**config.mk**
```make
export PLATFORM = sky130hd
export DESIGN_NAME = product_accumulator
export DESIGN_NICKNAME = d
export VERILOG_FILES = /design/src/rtl/product_accumulator.sv
export SDC_FILE = /design/constraint.sdc
export NUM_CORES = 1
export LEC_CHECK = 0
export ABC_CLOCK_PERIOD_IN_PS = 2000
export CAP_MARGIN = 30
export CORE_MARGIN = 5
export CORE_UTILIZATION = 57
export CTS_CLUSTER_DIAMETER = 120
export DETAILED_ROUTE_END_ITERATION = 8
export DONT_BUFFER_PORTS = 1
export GPL_ROUTABILITY_DRIVEN = 0
export PLACE_DENSITY = 0.75
export SETUP_SLACK_MARGIN = 0.05
export SYNTH_ARGS = -nofsm -noshare
export SYNTH_HDL_FRONTEND = slang
export SYNTH_SLANG_ARGS = --single-unit
```
**constraint.sdc**
```tcl
create_clock -name clk -period 2 [get_ports clk]
set_input_delay 0.3 -clock clk [delete_from_list [all_inputs] [get_ports clk]]
set_output_delay 0.3 -clock clk [all_outputs]
set_load 0.02 [all_outputs]
```
**src/rtl/product_accumulator.sv**
```systemverilog
// ---------------------------------------------------------------------------
// product_accumulator
//
// Sums a frame of unsigned products coming from an upstream multiplier and
// presents the saturated frame sum, the saturated beat count and an overflow
// flag once the last beat of the frame has been accepted.
//
// Handshake (both sides): a transfer happens on a rising clock edge where
// valid and ready are both 1.  A valid source keeps its payload stable until
// that edge.  in_ready and out_valid are never both 1.
//
// Ports
//   clk        single clock, rising edge
//   rst_n      synchronous active-low reset
//   in_valid   product beat present
//   in_ready   block can accept a beat (state ACCUM)
//   in_p       unsigned product, 2*SIZE bits
//   in_last    the beat closes the frame
//   out_valid  frame result available (state HOLD)
//   out_ready  consumer accepts the result
//   out_sum    saturated frame sum
//   out_count  saturated beat count of the frame
//   out_ovf    frame sum saturated
//   dbg_state  current FSM state (0 = ACCUM, 1 = HOLD)
// ---------------------------------------------------------------------------
module product_accumulator #(
    parameter int SIZE      = 4,
    parameter int ACC_WIDTH = 16,
    parameter int CNT_WIDTH = 8
) (
    input  logic                 clk,
    input  logic                 rst_n,
    input  logic                 in_valid,
    output logic                 in_ready,
    input  logic [2*SIZE-1:0]    in_p,
    input  logic                 in_last,
    output logic                 out_valid,
    input  logic                 out_ready,
    output logic [ACC_WIDTH-1:0] out_sum,
    output logic [CNT_WIDTH-1:0] out_count,
    output logic                 out_ovf,
    output logic                 dbg_state
);

    typedef enum logic {
        ACCUM = 1'b0,
        HOLD  = 1'b1
    } state_t;

    state_t                 state;
    logic [ACC_WIDTH-1:0]   acc;
    logic [CNT_WIDTH-1:0]   cnt;
    logic                   ovf;

    logic                   accept;
    logic [ACC_WIDTH:0]     sum_wide;
    logic [ACC_WIDTH-1:0]   sum_next;
    logic [CNT_WIDTH-1:0]   cnt_next;
    logic                   ovf_next;

    assign accept    = in_valid && in_ready;
    assign dbg_state = state;

    // Running values including the beat currently on in_p.  The extra carry
    // bit of sum_wide is the overflow indication; once acc is saturated any
    // non-zero product overflows again, so acc stays pinned at all ones.
    always_comb begin
        sum_wide = {1'b0, acc} + {{(ACC_WIDTH + 1 - 2*SIZE){1'b0}}, in_p};
        ovf_next = ovf | sum_wide[ACC_WIDTH];
        sum_next = sum_wide[ACC_WIDTH] ? {ACC_WIDTH{1'b1}} : sum_wide[ACC_WIDTH-1:0];
        cnt_next = (cnt == {CNT_WIDTH{1'b1}}) ? cnt : cnt + 1'b1;
    end

    always_ff @(posedge clk) begin
        if (!rst_n) begin
            state     <= ACCUM;
            in_ready  <= 1'b1;
            out_valid <= 1'b0;
            acc       <= '0;
            cnt       <= '0;
            ovf       <= 1'b0;
            out_sum   <= '0;
            out_count <= '0;
            out_ovf   <= 1'b0;
        end else begin
            case (state)
                ACCUM: begin
                    if (accept) begin
                        if (in_last) begin
                            // Publish the frame and start the next one from zero.
                            out_sum   <= sum_next;
                            out_count <= cnt_next;
                            out_ovf   <= ovf_next;
                            acc       <= '0;
                            cnt       <= '0;
                            ovf       <= 1'b0;
                            state     <= HOLD;
                            in_ready  <= 1'b0;
                            out_valid <= 1'b1;
                        end else begin
                            acc <= sum_next;
                            cnt <= cnt_next;
                            ovf <= ovf_next;
                        end
                    end
                end
                HOLD: begin
                    // Input side is stalled; results stay frozen until taken.
                    if (out_ready) begin
                        state     <= ACCUM;
                        in_ready  <= 1'b1;
                        out_valid <= 1'b0;
                    end
                end
                default: begin
                    state     <= ACCUM;
                    in_ready  <= 1'b1;
                    out_valid <= 1'b0;
                end
            endcase
        end
    end

endmodule

```
======== Word-level counts from Yosys, hierarchy flattened ========
Index checks and enable logic that the tools add are counted.
word-level totals
  register bits after elaboration ......... 53
  input port bits ......................... 13
  word-level logic and storage cells ...... 38
operators by class
  add/subtract/negate cells ............... 2
  equality and inequality tests ........... 4
  muxes and demuxes ....................... 17
  bitwise operators ....................... 2
  reduce and logical (&&, ||, !) cells .... 4
operator list
  cell                   number
  $mux W16               2
  $add A16 B8 Y17        1
  $mux W8                2
  $mux W1                10
  $add A8 B1 Y8 const B  1
  $eq A8 B8 Y1 const B   1
  $ne A2 B2 Y1 const B   3
  $pmux W1 S2            3
  $reduce_and A3 Y1      2
  $reduce_and A2 Y1      1
  $logic_and A1 B1 Y1    1
  $not A1 Y1             1
  $or A1 B1 Y1           1

======== Depth between registers and ports, before layout ========
Gate-level depths: netlist of run 1.
  word-level depth ........................ 3
  gate-level depth with buffers ........... 9
  mapped depth without buffers ............ 7

======== Least setup slack after synthesis of run 1 ========
OpenSTA, ideal clock, no wires.
  path type ............................... input to register
  start ................................... in in_p[0]
  end ..................................... reg acc[8]
  library setup time ...................... 122 ps
  arrival ................................. 2083 ps
  data required time ...................... 1878 ps
  path slack .............................. -205 ps
  stages on the path ...................... 9
  cells stage by stage .................... ha_1 -> fa_1 -> a211oi_1 -> o211ai_2 -> and3_1 -> buf_6 -> buf_12 -> a32oi_2 -> nand3_1
on the way
  word-level cells in the longest chain between the ends .. 3
RTL lines
  item                  line  source
  from (decl)           35    input logic [2*SIZE-1:0] in_p,
  $add A16 B8 Y17       68    sum_wide = {1'b0, acc} + {{(ACC_WIDTH + 1 - 2*SIZE){1'b0}}, in_p};
  $mux W16              70    sum_next = sum_wide[ACC_WIDTH] ? {ACC_WIDTH{1'b1}} : sum_wide[ACC_WIDTH-1:0];
  $mux W16              89    if (in_last) begin
  to (signal assigned)  101   acc <= sum_next;
  to (decl)             51    logic [ACC_WIDTH-1:0] acc;
Every way passes these cells.
A chain may end at the register's enable or synchronous reset.

======== Worst setup path after layout of run 1 ========
  start ................................... reg acc[0]
  end ..................................... reg acc[4]
on the way
  word-level cells in the longest chain between the ends .. 3
RTL lines
  item             line
  $add A16 B8 Y17  68
  $mux W16         70
  $mux W16         89
Every way passes these cells.

==> out/summary.txt, run 1 <==
Crit start category: flop
Hold Path Class: in2reg
Hold_buf cts: 0
CTS tree: done
Ys async rst share: 0
Reg2reg start: acc[0]
Worst Tran Pin Value: 433 ps
P_leak: 1.30 nW
Slew margin rel.: 0.709
I/O Buffers: 0
Synth Register Bits: 53
Die H: 80.0 µm
Sequential cell area fraction in the yosys report: 0.379
Nets: 367
CP top delay family: adder cells
CTS Buf Count: 5
Largest net degree at the start of global routing: 23
Crit Path Max Fanout: 6
Worst skew pair latency: 300 ps
Critical Path AT: 2150 ps
Clock-pin transition on the worst setup and hold timing paths: 90 ps
Synth cell count leaders: dfxtp_1, nand2_1, o21ai_0
Top-Level Pins: 41
RSZ-0062 raised after global routing: true
Sink Count: 53
Total GRT Usage: 0.213
Synth top area share: 0.379
Post-Syn Nets: 353
Syn Std Cell Area: 2800 µm²
Slew Viols, Final: 0
# fillers: 391
Hold Violations, Final: 0
Count leader, synth: dfxtp_1
First-pass GRT wire length: 10800 µm
Metal2 WL: 3060 µm
Fmax: 510 MHz
Outcome: completed
Kind of critical path: reg2reg
Syn avg cell area: 8.47 µm²
Top cells by area, synth: dfxtp_1, nand2_1, o21ai_0
Initial core utilization: 0.588
DR vias: 2482
Post-route met1 wirelength: 3090 µm
WP data required: 2190 ps
Critical-path top delay cell: dfxtp_2
Total congestion overflow: 0
Number of enable flip-flop cells after synthesis: 0
Synthesis-to-finish area growth: 15.3%
Top FF cell, synth: dfxtp_1
Clock root cell: clkbuf_8
CTS max path bufs: 2
Hold WS: 82.7 ps
N_diodes: 0
PnR Total Power: 0.00218 W
Place WS: 4.03 ps
Final wirelength: 6670 µm
Utilization after layout: 0.678
WL/cell: 16.2 µm
Worst path cell trace: ha_4, fa_2, a211oi_2, o211ai_2, and3_1, buf_4, nor2_2, o21ai_0
Multi-input gate area: 1740 µm²
Post-synthesis cell type count: 56
Critical Path Source: acc[0]
Hold Crit Start: rst_n
Top sig layer: met4
Antenna violations before repair: 0
Final Skew: 6.03 ps
CP max stage delay: 340 ps
Crit. End Element: flop
Total of max-cap violations: 0
Via/cell ratio: 6.02
Final period demand of the worst path: 1960 ps
Worst Path Buf+Inv: 1
Worst vdd ir: 0.000313 V
DRT Pass-1 Iters: 4
Routed Antenna Nets: 0
PnR worst setup slack: 37.5 ps
Placement Rows: 25
Vias in the first global route: 2248
Drt drc: 0
Core ar.: 4750 µm²
Final Cycle Share: 0.981
FF+latch area: 1060 µm²
Die X: 80.0 µm
Setup violations, final: 0
Share of cells above drive strength 1: 0.209
1st-iter DRT viols: 164
Yosys warnings: 0
Met3 WL: 396 µm
Pwr/cell area: 677 nW/µm²
Leading area contributor after synthesis: dfxtp_1
Final HPWL DP: 4770 µm
Die ar.: 6410 µm²
Post-Synthesis Cells: 330
H-tree depth: 2
## routing by layer
metal | vias up | GRT usage
li1 | 1228 | -
met2 | 81 | 0.341
met4 | 0 | 0.0659
met5 | - | 0
met1 | 1160 | 0.279
met3 | 13 | 0.0576
## final timing paths
check	to	slack, ps	cells after the start
worst max-delay path	acc[4]	40	8
worst min-delay path	in_ready	80	1
worst max register to register	acc[4]	40	8
worst min register to register	ovf	490	2
## layout by cell type (no fill, tap or decap), types with 6 or more instances in the layout
| cell | count |
|---|---|
| a21o_1 | 7 |
| a21oi_1 | 14 |
| and2_1 | 8 |
| and3_1 | 10 |
| buf_4 | 24 |
| clkbuf_8 | 6 |
| dfxtp_1 | 51 |
| ha_4 | 6 |
| nand2_1 | 50 |
| nand3_1 | 16 |
| nor2_1 | 8 |
| nor2b_1 | 6 |
| o21ai_0 | 28 |
| o21ai_1 | 8 |
## cells by family after synthesis
family | synth area share
compound gates | 0.241
buf+inv | 0.0456
simple gates | 0.247
mux | 0.0107
fa+ha+maj | 0.0474
flops | 0.379
xor+xnor | 0.0282
## registers in the layout, summed over array words and instances (netlist names)
name / flops
in_ready: 1
acc: 16
out_sum: 16
dbg_state: 1
out_ovf: 1
out_valid: 1
out_count: 8
cnt: 8
ovf: 1
## metrics by stage
step                setup TNS (ps)  cell area [µm²]  std cells
floorplan                    -2.53             2820        330
global placement                 0             2940        398
detailed placement               0             2940        398
CTS                              0             3100        407
global route                  -989             3220        412
finish                           0             3220        412
## power breakdown
| group | total [W] | internal (W) | switching, W |
|---|---|---|---|
| registers | 0.00113 | 0.00108 | 0.0000425 |
| logic | 0.000308 | 0.000135 | 0.000172 |
| clock network | 0.000748 | 0.000408 | 0.000340 |
| total | 0.00218 | 0.00163 | 0.000555 |
## timing repair
action | in CTS | in global routing
pin swaps | 2 | 8
setup endpoints to repair | 8 | 38
gates resized for setup | 9 | 22
cloned | 0 | 0
hold endpoints to repair | 0 | 0
buffers inserted | 1 | 5
## final cells by class
class / instances / share of cell area
Clock inverter: 1 / 0.00932
Multi-Input combinational cell: 254 / 0.540
Inverter: 4 / 0.00466
Tap cell: 67 / 0.0260
Sequential cell: 53 / 0.330
Clock buffer: 7 / 0.0268
Timing Repair Buffer: 26 / 0.0629
Note: power is estimated with default switching activity, not from simulation.
==> run 2: changes to the inputs <==
--- a/config.mk
+++ b/config.mk
@@ -13,7 +13,7 @@
 export DETAILED_ROUTE_END_ITERATION = 8
 export DONT_BUFFER_PORTS = 1
 export GPL_ROUTABILITY_DRIVEN = 0
-export PLACE_DENSITY = 0.75
+export PLACE_DENSITY = 0.81
 export SETUP_SLACK_MARGIN = 0.05
 export SYNTH_ARGS = -nofsm -noshare
 export SYNTH_HDL_FRONTEND = slang
==> run 2 against run 1 <==
Net effect: cell area grew 1.7%; clock skew grew 5.4 ps; routed wire length grew 8.1%; cell count decreased by 0.24%; combinational power up 5%; core utilization increased by 1.2 points; global-route usage grew 1.7 points; via count grew 1.4%; critical endpoint is now acc[8].
==> out/summary.txt, run 2 (synthesis results as in run 1) <==
Capture point of the worst path: acc[8] (was acc[4])
Placed Cells incl. Taps: 400 (was 398)
Clock-pin transition on the worst setup and hold timing paths: 110 ps (was 90 ps)
First-pass GRT wire length: 11600 µm (was 10800 µm)
Non-Filler Instances: 411 (was 412)
N_diodes: 0 (unchanged)
Hold Path Class: in2reg (unchanged)
Final period demand of the worst path: 1980 ps (was 1960 ps)
Fmax: 505 MHz (was 510 MHz)
Worst Reg-to-Reg Cells: 8 (unchanged)
Top Registers: acc (16), out_sum (16) (unchanged)
H-tree depth: 2 (unchanged)
Crit. End Element: flop (unchanged)
Die X: 80.0 µm (unchanged)
I/O Buffers: 0 (unchanged)
Share of cells above drive strength 1: 0.233 (was 0.209)
Vias in the first global route: 2419 (was 2248)
Slew Viols, Final: 0 (unchanged)
Hold_buf cts: 0 (unchanged)
Kind of critical path: reg2reg (unchanged)
Worst vdd ir: 0.000393 V (was 0.000313 V)
P_leak: 1.30 nW (about the same)
DRT Pass-1 Iters: 5 (was 4)
Critical Path Source: acc[0] (unchanged)
Clock root cell: clkbuf_8 (unchanged)
Worst skew pair latency: 320 ps (was 300 ps)
PnR Total Power: 0.00220 W (was 0.00218 W)
Area of all placed cells without fillers: 3280 µm² (was 3220 µm²)
Final Skew: 11.4 ps (was 6.03 ps)
Reg2reg start: acc[0] (unchanged)
Placement Rows: 25 (unchanged)
Via/cell ratio: 6.12 (was 6.02)
Final wirelength: 7210 µm (was 6670 µm)
Multi-input gate area: 1790 µm² (was 1740 µm²)
R2r setup slk: 20 ps (was 40 ps)
R2R Path End: acc[8] (was acc[4])
Outcome: completed (unchanged)
Hold WS: 63.1 ps (was 82.7 ps)
Placed instance area: 2970 µm² (was 2940 µm²)
CTS tree: done (unchanged)
PnR worst setup slack: 21.4 ps (was 37.5 ps)
RSZ-0062 raised after global routing: true (unchanged)
Total of max-cap violations: 0 (unchanged)
Crit start category: flop (unchanged)
Nets: 366 (was 367)
Most frequent cells in the layout: nand2_1, dfxtp_1, o21ai_0 (was dfxtp_1, nand2_1, o21ai_0)
Place WS: 7.27 ps (was 4.03 ps)
Commonest non-fill, non-tap cell in the layout: nand2_1 (was dfxtp_1)
FF+latch area: 1070 µm² (was 1060 µm²)
Final Cycle Share: 0.989 (was 0.981)
Largest net degree at the start of global routing: 23 (unchanged)
WL/cell: 17.5 µm (was 16.2 µm)
Drt drc: 0 (unchanged)
# fillers: 391 (unchanged)
Slew margin rel.: 0.723 (was 0.709)
Antenna violations before repair: 0 (unchanged)
1st-iter DRT viols: 282 (was 164)
Critical Path AT: 2190 ps (was 2150 ps)
DR vias: 2516 (was 2482)
Setup violations, final: 0 (unchanged)
Total congestion overflow: 0 (unchanged)
Top-Level Pins: 41 (unchanged)
Die ar.: 6410 µm² (unchanged)
Routed Antenna Nets: 0 (unchanged)
CTS max path bufs: 2 (unchanged)
Initial core utilization: 0.588 (unchanged)
Die H: 80.0 µm (unchanged)
Synthesis-to-finish area growth: 17.2% (was 15.3%)
Core ar.: 4750 µm² (unchanged)
Hold Violations, Final: 0 (unchanged)
Crit Path Max Fanout: 14 (was 6)
Hold Crit Start: rst_n (unchanged)
Final HPWL DP: 4940 µm (was 4770 µm)
CTS Buf Count: 5 (unchanged)
Total GRT Usage: 0.231 (was 0.213)
Sink Count: 53 (unchanged)
Worst Tran Pin Value: 416 ps (was 433 ps)
Pwr/cell area: 671 nW/µm² (was 677 nW/µm²)
WP data required: 2210 ps (was 2190 ps)
## run 2: cell types whose count changed in the layout (fill, tap and decap cells not counted), moves of 2 or more
cell	before	now
nor2_2	4	1
buf_4	24	22
dfxtp_2	2	4
and3_1	10	8
a31oi_2	0	2
dfxtp_1	51	48
nor2_4	0	2
and3_4	1	3
a31oi_1	5	3
## run 2: critical path: stages, from the launching register on
cell and delay [ps]:
dfxtp_2 340, ha_4 160, fa_2 340, a211oi_2 230, o211ai_2 170, and3_4 200
buf_12 150, a32oi_2 170, nand3_1 110
## run 2: through the flow
stage / util / setup TNS (ps)
6_report: 0.689 / 0
5_1_grt: 0.689 / -293
4_1_cts: 0.659 / 0
3_5_place_dp: 0.624 / 0
3_3_place_gp: 0.624 / 0
2_1_floorplan: - / -2.53
## run 2: what timing repair did
item / 4_1_cts / 5_1_grt
setup endpoints to repair: 7 / 38
buffers inserted: 0 / 3
pin swaps: 5 / 14
cloned: 0 / 0
resized for setup: 8 / 35
## run 2: power breakdown
| group | total [W] | switching [W] | leakage [nW] | internal, W |
|---|---|---|---|---|
| Clock | 0.000747 | 0.000372 | 0.0543 | 0.000375 |
| Combinational | 0.000324 | 0.000185 | 0.810 | 0.000140 |
| Sequential | 0.00113 | 0.0000428 | 0.432 | 0.00109 |
## run 2: layer usage
metal,track usage,up-vias,share of wire
met1,0.288,1228,0.44
met2,0.373,50,0.49
met3,0.0598,9,0.053
li1,-,1229,-
met5,0,-,0
met4,0.0980,0,0.013
## run 2: final cells by class
type | instances | area share
multi-input cells | 254 | 0.545
repair buffers | 25 | 0.0634
well taps | 67 | 0.0256
clock buffers | 5 | 0.0210
clock inverters | 3 | 0.0141
inverters | 4 | 0.00458
flip-flops and latches | 53 | 0.326
## run 2: how the worst min path moves through the flow
stage | to | cells past startpoint | slack (ps)
after floorplan | acc[3] | 2 | 430
after global placement | in_ready | 1 | 380
after detailed placement | in_ready | 1 | 390
after CTS | in_ready | 1 | 60
after global routing | in_ready | 1 | 90
final | in_ready | 1 | 60
